$ cat config.mk
export PLATFORM = sky130hd
export DESIGN_NAME = adc_frame_align
export DESIGN_NICKNAME = d
export VERILOG_FILES = /design/src/rtl/adc_align_pkg.sv /design/src/rtl/adc_frame_align.sv
export SDC_FILE = /design/constraint.sdc
export NUM_CORES = 1
export LEC_CHECK = 0
export BUFFER_PORTS_ARGS = -buffer_cell sky130_fd_sc_hd__buf_2
export CORE_ASPECT_RATIO = 0.6
export CORE_MARGIN = 2
export CORE_UTILIZATION = 35
export CTS_CLUSTER_SIZE = 10
export DETAILED_ROUTE_END_ITERATION = 8
export SYNTH_ARGS = -nofsm -noshare
export SYNTH_HDL_FRONTEND = slang
export SYNTH_SLANG_ARGS = --single-unit
$ cat constraint.sdc
create_clock -name clk -period 1.85 [get_ports clk]
set_input_delay 0.2775 -clock clk [delete_from_list [all_inputs] [get_ports clk]]
set_output_delay 0.2775 -clock clk [all_outputs]
set_load 0.1 [all_outputs]
$ cat src/rtl/adc_align_pkg.sv
// Shared types and constants for the ADC frame-lane alignment controller.
// The slip counter width is also used by the data-lane capture logic.
package adc_align_pkg;

    localparam int unsigned SLIP_CNT_W            = 4;
    localparam logic [7:0]  DEFAULT_FRAME_PATTERN = 8'hF0;

    typedef enum logic [2:0] {
        StIdle   = 3'd0,
        StCheck  = 3'd1,
        StSlip   = 3'd2,
        StSettle = 3'd3,
        StLocked = 3'd4,
        StFail   = 3'd5
    } align_state_e;

endpackage

$ cat src/rtl/adc_frame_align.sv
// Frame-lane bit alignment: issues ISERDES bitslips until the frame word matches,
// then holds lock and retrains on sustained mismatch.
module adc_frame_align
    import adc_align_pkg::*;
#(
    parameter logic [7:0]  FRAME_PATTERN = DEFAULT_FRAME_PATTERN,
    parameter int unsigned SETTLE_CYC    = 4,
    parameter int unsigned LOCK_CNT      = 16,
    parameter int unsigned MAX_SLIPS     = 8,
    parameter int unsigned LOSS_CNT      = 4
) (
    input  logic                  clk,
    input  logic                  rst_pro,
    input  logic                  align_start,
    input  logic [7:0]            frame_data,
    output logic                  bitslip,
    output logic                  frame_locked,
    output logic                  align_err,
    output logic [SLIP_CNT_W-1:0] slip_count
);

    localparam int unsigned MATCH_W  = $clog2(LOCK_CNT + 1);
    localparam int unsigned LOSS_W   = $clog2(LOSS_CNT + 1);
    localparam int unsigned SETTLE_W = $clog2(SETTLE_CYC + 1);

    align_state_e          r_state, w_state_d;
    logic [MATCH_W-1:0]    r_match, w_match_d;
    logic [LOSS_W-1:0]     r_loss, w_loss_d;
    logic [SETTLE_W-1:0]   r_settle, w_settle_d;
    logic [SLIP_CNT_W-1:0] r_slip, w_slip_d;
    logic                  r_bitslip, w_bitslip_d;
    logic                  r_locked, w_locked_d;
    logic                  r_err, w_err_d;
    logic                  w_match;

    assign w_match = (frame_data == FRAME_PATTERN);

    always_comb begin
        w_state_d   = r_state;
        w_match_d   = r_match;
        w_loss_d    = r_loss;
        w_settle_d  = r_settle;
        w_slip_d    = r_slip;
        w_bitslip_d = 1'b0;
        w_locked_d  = r_locked;
        w_err_d     = r_err;

        if (align_start) begin
            // Retrain wins over any transition, including a bitslip due this cycle.
            w_state_d  = StCheck;
            w_match_d  = '0;
            w_loss_d   = '0;
            w_settle_d = '0;
            w_slip_d   = '0;
            w_locked_d = 1'b0;
            w_err_d    = 1'b0;
        end else begin
            case (r_state)
                StIdle: begin
                    w_state_d = StCheck;
                end
                StCheck: begin
                    if (w_match) begin
                        if (32'(r_match) < LOCK_CNT) begin
                            w_match_d = r_match + MATCH_W'(1);
                        end
                        if ((32'(r_match) + 32'd1) >= LOCK_CNT) begin
                            w_state_d  = StLocked;
                            w_locked_d = 1'b1;
                            w_loss_d   = '0;
                        end
                    end else begin
                        w_match_d = '0;
                        if (32'(r_slip) < MAX_SLIPS) begin
                            w_state_d   = StSlip;
                            w_bitslip_d = 1'b1;
                            w_slip_d    = r_slip + SLIP_CNT_W'(1);
                        end else begin
                            w_state_d  = StFail;
                            w_err_d    = 1'b1;
                            w_locked_d = 1'b0;
                        end
                    end
                end
                StSlip: begin
                    w_state_d  = StSettle;
                    w_settle_d = '0;
                end
                StSettle: begin
                    // frame_data is stale here while the ISERDES pipeline refills.
                    if ((32'(r_settle) + 32'd1) >= SETTLE_CYC) begin
                        w_state_d  = StCheck;
                        w_settle_d = '0;
                        w_match_d  = '0;
                    end else begin
                        w_settle_d = r_settle + SETTLE_W'(1);
                    end
                end
                StLocked: begin
                    if (w_match) begin
                        w_loss_d = '0;
                    end else if ((32'(r_loss) + 32'd1) >= LOSS_CNT) begin
                        w_state_d  = StCheck;
                        w_locked_d = 1'b0;
                        w_loss_d   = '0;
                        w_match_d  = '0;
                        w_settle_d = '0;
                        w_slip_d   = '0;
                    end else begin
                        w_loss_d = r_loss + LOSS_W'(1);
                    end
                end
                StFail: begin
                    w_err_d    = 1'b1;
                    w_locked_d = 1'b0;
                end
                default: begin
                    w_state_d  = StIdle;
                    w_match_d  = '0;
                    w_loss_d   = '0;
                    w_settle_d = '0;
                    w_slip_d   = '0;
                    w_locked_d = 1'b0;
                    w_err_d    = 1'b0;
                end
            endcase
        end
    end

    always_ff @(posedge clk) begin
        if (rst_pro) begin
            r_state   <= StIdle;
            r_match   <= '0;
            r_loss    <= '0;
            r_settle  <= '0;
            r_slip    <= '0;
            r_bitslip <= 1'b0;
            r_locked  <= 1'b0;
            r_err     <= 1'b0;
        end else begin
            r_state   <= w_state_d;
            r_match   <= w_match_d;
            r_loss    <= w_loss_d;
            r_settle  <= w_settle_d;
            r_slip    <= w_slip_d;
            r_bitslip <= w_bitslip_d;
            r_locked  <= w_locked_d;
            r_err     <= w_err_d;
        end
    end

    assign bitslip      = r_bitslip;
    assign frame_locked = r_locked;
    assign align_err    = r_err;
    assign slip_count   = r_slip;

endmodule

## Word-level counts from Yosys, hierarchy flattened

Index checks and enable logic that the tools add are counted.

| cells by class | value |
|---|---|
| $mul | 0 |
| shift operators | 0 |
| $lt $le $gt $ge | 5 |
| bitwise gates (word level) | 7 |
| reduce and logical (&&, ||, !) cells | 16 |
| equal/unequal tests | 22 |
| add/subtract/negate cells | 7 |
| mux-type cells | 38 |
| div/mod/pow operators | 0 |

Operators by type and width:

| kind | number |
|---|---|
| 2-to-1 mux 3 bit | 13 |
| 2-to-1 mux 5 bit | 5 |
| AND reduction 5 bit | 5 |
| case mux 5 bit (4 select lines) | 1 |
| != test 2 bit, second input constant | 9 |
| != test 3 bit, second input constant | 6 |
| case mux 3 bit (3 select lines) | 2 |
| case mux 3 bit (6 select lines) | 1 |
| 2-to-1 mux 4 bit | 4 |
| case mux 4 bit (3 select lines) | 1 |
| OR reduction 4 bit | 3 |
| 2-to-1 mux 1 bit | 9 |
| AND reduction 3 bit | 3 |
| OR reduction 3 bit | 3 |
| adder 3 x 1 -> 4 bit, second input constant | 2 |
| equality test 8 bit, second input constant | 1 |
| greater-or-equal comparator 4 x 3 -> 1 bit, second input constant | 2 |
| NOT 1 bit | 7 |
| adder 3 x 1 -> 3 bit, second input constant | 2 |
| adder 5 x 1 -> 6 bit, second input constant | 1 |
| equality test 3 x 2 -> 1 bit, second input constant | 2 |
| equality test 3 bit, second input constant | 2 |
| greater-or-equal comparator 6 x 5 -> 1 bit, second input constant | 1 |
| case mux 1 bit (3 select lines) | 2 |
| 8 further kinds | 8 |

| storage, ports and cells | value |
|---|---|
| memories kept | 0 |
| bits in read-only memories | 0 |
| latch bits | 0 |
| logic and storage cells | 104 |
| input port bits | 11 |
| output and inout bits | 7 |
| RAM bits | 0 |
| register bits | 21 |

## Depth between registers and ports, before layout

Gate-level depths: netlist of the first run.

| depth | value |
|---|---|
| depth after elaboration | 6 |
| gate-level depth with buffers | 6 |
| gate-level depth less buffers | 6 |

## Worst setup path after synthesis of the first run

OpenSTA, ideal clock, no wires.

| timing path | value |
|---|---|
| path kind | register to register |
| from | reg r_slip[3], in the netlist slip_count[3] |
| to | reg r_slip[2], in the netlist slip_count[2] |
| slack | 0.116 ns |
| data arrival time | 1.663 ns |
| setup time | 0.070 ns |
| path buffers | 0 |
| clock period less this slack | 1.734 ns |
| required time | 1.780 ns |
| stages on the path, launching flop included | 5 |
| cells stage by stage | dfxtp_1 a211oi_2 a211oi_2 o21ai_1 a21oi_1 |

| on the way | value |
|---|---|
| cells in the longest elaborated chain, start to end | 3 |

Ends and longest elaborated chain:

| element | RTL line | source |
|---|---|---|
| from (decl) | adc_frame_align.sv:30 | `logic [SLIP_CNT_W-1:0] r_slip, w_slip_d;` |
| from (signal assigned) | adc_frame_align.sv:145 | `r_slip <= w_slip_d;` |
| < comparator 4 bit | adc_frame_align.sv:74 | `if (32'(r_slip) < MAX_SLIPS) begin` |
| != test 2 bit (no line) | n/a |  |
| AND reduction 5 bit (no line) | n/a |  |

Every way passes these cells.
A chain may end at the register's enable or synchronous reset.

## Worst setup path in the final report of the first run

| timing path | value |
|---|---|
| from | reg r_loss[0] |
| to | reg r_match[4] |

| on the way | value |
|---|---|
| cells in the longest elaborated chain, start to end | 4 |

Ends and longest elaborated chain:

| element | RTL line | source |
|---|---|---|
| from (decl) | adc_frame_align.sv:28 | `logic [LOSS_W-1:0] r_loss, w_loss_d;` |
| from (signal assigned) | adc_frame_align.sv:143 | `r_loss <= w_loss_d;` |
| adder 3 x 1 -> 4 bit | adc_frame_align.sv:102 | `end else if ((32'(r_loss) + 32'd1) >= LOSS_CNT) begin` |
| greater-or-equal comparator 4 x 3 -> 1 bit | adc_frame_align.sv:102 |  |
| != test 2 bit (no line) | n/a |  |
| AND reduction 5 bit (no line) | n/a |  |
| to (signal assigned) | adc_frame_align.sv:142 | `r_match <= w_match_d;` |
| to (decl) | adc_frame_align.sv:27 | `logic [MATCH_W-1:0] r_match, w_match_d;` |

Every way passes these cells.

==> results of run 1 <==
-- worst register-to-register path, cell delays in order, from the launching register on --
cell and delay, ps:
dfxtp_2 350, ha_1 200, a21boi_2 180, a2111oi_4 360, nand2_2 160, and2_1 170
o221a_1 230
-- cells in the mapped netlist, types with 2 or more instances --
cell type and instances:
nand4b_1 2, nor3_1 3, ha_1 4, and2_1 2, and3_1 2, a21boi_1 3, a21oi_1 10, a211oi_2 2
a22oi_1 2, nand2_1 14, o21ai_1 7, inv_1 4, nand4_1 3, nor2_1 9, nand2b_1 4, or3_1 3
nand3_1 11, a31oi_1 5, clkbuf_1 2, dfxtp_1 21, o21ai_0 3, nor3b_1 2
-- cell usage in the layout, fill, tap and decap left out, types with 2 or more instances in the layout --
cell type / count
nand4b_1: 2
nor3b_1: 2
ha_1: 4
clkbuf_8: 3
nor3_1: 3
or3_1: 3
o21ai_0: 3
dfxtp_1: 20
a211oi_2: 2
nor2_1: 9
buf_4: 4
buf_2: 17
and3_1: 2
a22oi_1: 2
a21oi_1: 10
a31oi_1: 5
a21boi_1: 2
nand2b_1: 4
nand3_1: 11
inv_1: 4
nand4_1: 3
o21ai_1: 7
and2_1: 2
nand2_1: 13
-- flip-flops by register name, indices dropped and copies added, names as in the netlist --
| register | cells |
|---|---|
| r_loss | 3 |
| slip_count | 4 |
| r_state | 3 |
| align_err | 1 |
| r_settle | 3 |
| bitslip | 1 |
| frame_locked | 1 |
| r_match | 5 |
-- cell families after synthesis --
family / synth area share, %
adders and majority gates: 4.193
DFF: 35.22
muxes: 0.9433
and+or+nand+nor: 31.34
AOI/OAI and AO/OA: 25.37
buffers and inverters: 2.935
-- power by group --
group,switching [mW],internal (mW),leakage [nW]
Combinational,0.0722,0.0382,0.346
Sequential,0.00618,0.457,0.170
Clock,0.151,0.153,0.0228
Total,0.229,0.649,0.539
-- path summary, 6_finish.rpt --
path,from,endpoint,cells past startpoint
worst min-delay path,rst_pro,r_state[0],2
worst max-delay path,r_loss[0],r_match[4],6
worst max register to register,r_loss[0],r_match[4],6
worst min register to register,r_loss[0],r_loss[0],1
-- metal layers --
layer / up-vias / wire length [µm] / track usage (%)
li1: 571 / - / -
met1: 546 / 1431 / 23.20
met2: 48 / 1380 / 26.84
met3: 0 / 209 / 4.074
met4: 0 / 0 / 4.885
met5: - / 0 / 0
-- per-stage QoR --
stage	hold WS [ps]	util, %	power [mW]	instance area [µm²]
3_3_place_gp	456.5	40.99	0.5798	1338
4_1_cts	204.2	42.45	0.8861	1385
6_report	209.1	43.06	0.8779	1405
5_1_grt	202.9	43.06	0.9227	1405
2_1_floorplan	356.2	-	0.5488	1194
3_5_place_dp	468.2	40.99	0.5825	1338
-- repair_timing --
item	4_1_cts	5_1_grt
resized for setup	1	3
endpoints found under the setup margin	1	9
buffers inserted	0	1
pin swaps	0	2
-- layout make-up --
| class | count | area share (%) |
|---|---|---|
| clock buffers | 4 | 3.206 |
| inverters | 4 | 1.069 |
| multi-input cells | 112 | 53.52 |
| flip-flops and latches | 21 | 30.01 |
| well taps | 45 | 4.007 |
| repair buffers | 21 | 8.192 |
==> impl_metrics.ini, run 1 <==
[sta]
worst_pin_slew_ps = 486.3
slew-limit-headroom_pct = 67.80
post-route-min-period_ps = 1740
setup_slack_ps = 109.6
fin_crit_sh_pct = 94.08
rsz0062_at_grt = no
skew_ps = 1.613
timing.fmax_mhz = 574.6
finalSetupViolCount = 0
slew_viol_final = 0
setup-tns-final_ps = 0
hold_violations = 0

[worst_setup_path]
worstSetupPathType = reg -> reg
rrSetupSlack_ps = 110
worst_path_max_delay_cell = a2111oi_4
max_stage_delay_ps = 360
cp_max_fo = 6
crit_required_ps = 2010
crit_chain = ha_1 -> a21boi_2 -> a2111oi_4 -> nand2_2 -> and2_1 -> o221a_1
crit_arrival_ps = 1900
endpoint_kind = flip-flop
crit_buf_inv = 0
cp-start-kind = flip-flop
cp_top_family = compound AO/OA/AOI/OAI gates

[placed_design]
pre_cts_ws_ps = 24.70
dp_hpwl_mm = 2.258
dp.cells = 202
port_buffers = 17
place_congestion = 0.8431

[cts]
clk_pin_slew_ps = 80
htreeDepth = 1
ctsHoldBuffers = 0
numClockSinks = 21
tritoncts = yes
clk_latency_ps = 260
cts_buffers = 3
cts_buffer_depth = 2
clockRootBuffer = clkbuf_8

[finish]
n_antenna_cell = 0
synthToLayoutAreaGrowth_pct = 17.72
drive_above_1_share_pct = 24.07
fin_nets = 178
multi_input_area_um2 = 752.0
fill_cells = 332
layout.cells.non_filler = 207
register_area_um2 = 421.7

[synth]
synth_fp_nets = 156
synth_top_area_share_pct = 35.22
syn_inst = 141
synth_cell_type_count = 45
synth_top_cell_by_area = dfxtp_1
yosysSeqAreaShare_pct = 35.22
yosys_warnings = 0
synth_area_leaders = dfxtp_1 35%, nand3_1 4.6%, nand2_1 4.4%
ys.flop_type = dfxtp_1
synthArstFlopShare_pct = 0
avgSynthCellArea_um2 = 8.466
ys_ff_latch = 21
synth_area_um2 = 1194
synth_edf_count = 0

[die]
die_w_um = 79.39
start_util_pct = 36.58
design.die.area_um2 = 3909
rows = 16
coreArea_um2 = 3263
boundaryPins = 18
die_h_um = 49.24

[job]
drv_cap = 0

[power]
p_per_area_nw_per_um2 = 624.8
p_leak_nw = 0.5392
vdd.ir_drop.worst_v = 0.0002414

[route]
via_count = 1165
vias_per_cell = 5.628
drt-wirelength-per-cell_um = 14.60
antenna_left = 0
firstDrtPassIters = 4
wl_mm = 3.022
drt-initial-drc-count = 64
drc_errors = 0

[global_route]
grt_pass1_wl_mm = 5.230
grt_pass1_vias = 1125
antenna_found_initial = 0
grt_usage_pct = 17.03
grt_max_degree = 15
grt.overflow.total = 0

[worst_hold_path]
hold_path.class = in -> reg

[status]
status = finished, final reports clean
No activity file was read; power rests on OpenSTA's default activity.
==> run 2, diff against run 1 <==
Settings changed: REMOVE_ABC_BUFFERS from default to 1.
==> run 2 against run 1 <==
Utilization fell by 0.23 points. Largest power group unchanged. Clock skew up 4.9 ps. Critical path depth is the same. Via count is 1.4% higher. Critical path type unchanged. Wire length increased by 0.79%. Combinational power hardly changed. Hold slack worse by 15 ps.
==> impl_metrics.ini, run 2 (synthesis results as in run 1) <==
[worst_setup_path]
crit_required_ps = 2020
r2r-start = r_loss[0]
worst_path_max_delay_cell = a2111oi_4
worstSetupPathType = reg -> reg
r2r_end = r_match[4]
max_stage_delay_ps = 410
endpoint_kind = flip-flop
cp_max_fo = 6
crit_chain = ha_1 -> a21boi_1 -> a2111oi_4 -> nand2_2 -> and2_4 -> o221a_1
crit_arrival_ps = 1950
cp_top_family = compound AO/OA/AOI/OAI gates
cp-start-kind = flip-flop
rrSetupSlack_ps = 70
crit_buf_inv = 0
r2r_cells = 6

[worst_hold_path]
hold_end = r_state[0]
timing.hold.worst_path_depth = 2
hold_start = rst_pro
hold_path.class = in -> reg

[global_route]
grt_max_degree = 15
grt_pass1_vias = 1079
grt_usage_pct = 16.75
antenna_found_initial = 0
grt.overflow.total = 0
grt_pass1_wl_mm = 5.154

[die]
coreArea_um2 = 3263
die_h_um = 49.24
rows = 16
design.die.area_um2 = 3909
start_util_pct = 36.58
die_w_um = 79.39
boundaryPins = 18

[sta]
hold_violations = 0
finalSetupViolCount = 0
timing.fmax_mhz = 560.4
setup-tns-final_ps = 0
fin_hold_ws_ps = 194.5
slew_viol_final = 0
rsz0062_at_grt = no
slew-limit-headroom_pct = 67.60
skew_ps = 6.539
worst_pin_slew_ps = 489.4
post-route-min-period_ps = 1784
fin_crit_sh_pct = 96.45

[cts]
htreeDepth = 1
cts_buffers = 3
clockRootBuffer = clkbuf_8
cts.repair.resized = 0
numClockSinks = 21
clk_latency_ps = 270
clk_pin_slew_ps = 90
ctsHoldBuffers = 0
cts_setup_buffers = 0
cts_buffer_depth = 2
tritoncts = yes

[finish]
regMostFlops = r_match
largest_reg_flops = 5
fill_cells = 327
fin_nets = 177
final_area_um2 = 1398
layout_commonest_cell = dfxtp_1
drive_above_1_share_pct = 24.22
n_antenna_cell = 0
synthToLayoutAreaGrowth_pct = 17.09
final_cell_mix = 20 x dfxtp_1, 17 x buf_2, 13 x nand2_1

[placed_design]
place_congestion = 0.8076
dpl_cell_area_um2 = 1338
port_buffers = 17
dp_hpwl_mm = 2.336

[route]
drc_errors = 0
via_count = 1181
firstDrtPassIters = 4
drt-initial-drc-count = 70
vias_per_cell = 5.733
wl_mm = 3.046
drt-wirelength-per-cell_um = 14.79
antenna_left = 0

[power]
vdd.ir_drop.worst_v = 0.0003224
p_per_area_nw_per_um2 = 638.9
p_leak_nw = 0.5400
total_power_mw = 0.8929

[job]
drv_cap = 0

[status]
status = finished, final reports clean
-- run 2: changes by cell type in the layout (fill, tap and decap cells not counted), sizes merged --
cell / change
clkbuf: -1
buf: -1
clkinv: +1
-- run 2: layer usage --
metal  vias up  GRT usage (%)  share of wire [%]
met4         0          2.586               0.33
li1        578              -                  -
met3         2          4.259                5.5
met5         -              0                  0
met2        35          25.56                 46
met1       566          24.18                 48
-- run 2: worst max-delay path by stage --
stage | slack, ps | start | depth (start not counted) | end
after floorplan | 120 | slip_count[3] | 4 | slip_count[2]
after global placement | 120 | r_loss[0] | 6 | r_match[4]
after global routing | 7 | r_loss[0] | 6 | r_match[4]
after detailed placement | 20 | r_loss[0] | 6 | r_match[4]
final | 70 | r_loss[0] | 6 | r_match[4]
after CTS | 4 | r_loss[0] | 6 | r_match[4]
-- run 2: stage by stage --
step / util (%) / instances / worst slack (ps)
after CTS: 42.41 / 206 / 3.770
after detailed placement: 40.99 / 202 / 19.86
after global routing: 42.83 / 206 / 6.624
after floorplan: - / 137 / 116.2
after global placement: 40.99 / 202 / 122.9
final: 42.83 / 206 / 65.61
-- run 2: power by group --
group          switching, mW  internal [mW]
clock network          0.166          0.151
logic                 0.0728         0.0398
registers            0.00644          0.457
-- run 2: layout make-up --
cell class                 count  area [µm²]  area share (%)
multi-input combinational    112       750.7           53.72
clock buffer                   3       41.29           2.954
sequential                    21       421.7           30.17
timing repair buffer          20       107.6           7.699
tap                           45       56.30           4.029
inverter                       4       15.01           1.074
clock inverter                 1       5.005          0.3581
-- run 2: worst reg2reg max path, delay by kind of cell (launching register included) --
family	cells	cell delay, ps
AOI/OAI and AO/OA	3	810
and+or+nand+nor	2	330
DFF	1	350
adders and majority gates	1	210
==> run 3, diff against run 2 <==
Settings changed: SETUP_SLACK_MARGIN from default to 0.5.
==> run 3 against run 2 <==
Via count rose by 7.2%. Non-clock buffer count rose by 15. Largest cell class unchanged. Count of clock-buffer cells in the layout did not move. Clock skew barely moved. Critical path type unchanged. Largest power group unchanged. Power rose by 3.5%.
==> impl_metrics.ini, run 3 (synthesis results as in run 1) <==
[status]
status = finished, final reports clean

[finish]
layout_commonest_cell = buf_4
layout.cells.non_filler = 221
synthToLayoutAreaGrowth_pct = 45.28
final_cell_mix = 19 x buf_4, 12 x nand2_1, 11 x dfxtp_1
fill_cells = 291
regMostFlops = r_match
drive_above_1_share_pct = 47.16
largest_reg_flops = 5
fin_nets = 192
n_antenna_cell = 0

[cts]
clockRootBuffer = clkbuf_8
tritoncts = yes
clk_pin_slew_ps = 90
htreeDepth = 1
clk_latency_ps = 270
cts_buffers = 3
numClockSinks = 21
cts_buffer_depth = 2
ctsHoldBuffers = 0

[sta]
slew-limit-headroom_pct = 68.04
slew_viol_final = 0
timing.fmax_mhz = 606.0
rsz0062_at_grt = yes
post-route-min-period_ps = 1650
hold_violations = 0
setup-tns-final_ps = 0
worst_pin_slew_ps = 482.7
finalSetupViolCount = 0
skew_ps = 6.053
fin_hold_ws_ps = 189.4
fin_crit_sh_pct = 89.19

[placed_design]
place_congestion = 0.8076
dp_hpwl_mm = 2.336
dp.cells = 202
port_buffers = 17

[route]
antenna_left = 0
drc_errors = 0
wl_mm = 3.510
drt-initial-drc-count = 94
via_count = 1266
firstDrtPassIters = 4
drt-wirelength-per-cell_um = 15.88
vias_per_cell = 5.729

[global_route]
grt_max_degree = 15
grt_pass1_vias = 1233
grt.overflow.total = 0
grt_pass1_wl_mm = 5.961
antenna_found_initial = 0
grt_usage_pct = 19.27

[die]
boundaryPins = 18
design.die.area_um2 = 3909
coreArea_um2 = 3263
rows = 16
start_util_pct = 36.58
die_h_um = 49.24
die_w_um = 79.39

[power]
p_leak_nw = 0.6720
total_power_mw = 0.9243
p_per_area_nw_per_um2 = 533.0
vdd.ir_drop.worst_v = 0.0003475

[worst_setup_path]
cp-start-kind = flip-flop
crit_required_ps = 2010
cp_max_fo = 6
crit_arrival_ps = 1810
worstSetupPathType = reg -> reg
endpoint_kind = flip-flop

[job]
drv_cap = 0

[worst_hold_path]
hold_path.class = in -> reg
[run 3: cell types whose count changed in the layout (fill, tap and decap cells not counted), moves of 3 or more]
cell / previous run / this run
a21oi_1: 10 / 5
a21oi_2: 0 / 3
buf_2: 17 / 9
buf_4: 3 / 19
clkbuf_4: 0 / 3
dfxtp_1: 20 / 11
dfxtp_2: 1 / 8
[run 3: cell type report]
class	instances	area, µm²	area share [%]
Multi-Input combinational cell	112	910.9	52.53
Sequential cell	21	437.9	25.25
Timing Repair Buffer	35	267.8	15.44
Tap cell	45	56.30	3.247
Clock buffer	3	41.29	2.381
Inverter	4	15.01	0.8658
Clock inverter	1	5.005	0.2886
[run 3: final timing paths]
path | startpoint | to | slack [ps] | depth (start not counted)
setup / recovery | r_loss[0] | r_match[4] | 200 | 6
hold / removal | rst_pro | r_state[0] | 190 | 2
setup reg to reg | r_loss[0] | r_match[4] | 200 | 6
hold reg to reg | r_match[1] | r_match[1] | 490 | 2
[run 3: repair_timing]
action	in CTS	in global routing
pin swaps	24	9
endpoints found under the setup margin	24	24
buffers inserted	11	4
resized for setup	43	14
[run 3: worst max-delay path: stages, from the launching register on]
cell and delay, ps:
dfxtp_2 340, ha_4 150, a21boi_4 140, a2111oi_4 340, nand2_2 160, and2_4 160, o221a_1 240
[run 3: layer usage]
layer / wire (µm) / up-vias / global-route usage, %
li1: - / 598 / -
met2: 1674 / 38 / 31.07
met1: 1636 / 628 / 26.04
met3: 188 / 2 / 5.741
met4: 10 / 0 / 2.874
met5: 0 / - / 0
[run 3: per-stage QoR]
| stage | setup slack (ps) | util [%] | cell area (µm²) |
|---|---|---|---|
| final | 199.9 | 53.14 | 1734 |
| after global routing | 146.2 | 53.14 | 1734 |
| after CTS | 239.6 | 50.31 | 1642 |
| after detailed placement | 19.86 | 40.99 | 1338 |
| after global placement | 122.9 | 40.99 | 1338 |
| after floorplan | 116.2 | - | 1174 |
[run 3: power by group]
| group | internal (mW) | switching (mW) |
|---|---|---|
| clock network | 0.151 | 0.165 |
| registers | 0.455 | 0.00633 |
| logic | 0.0612 | 0.0856 |
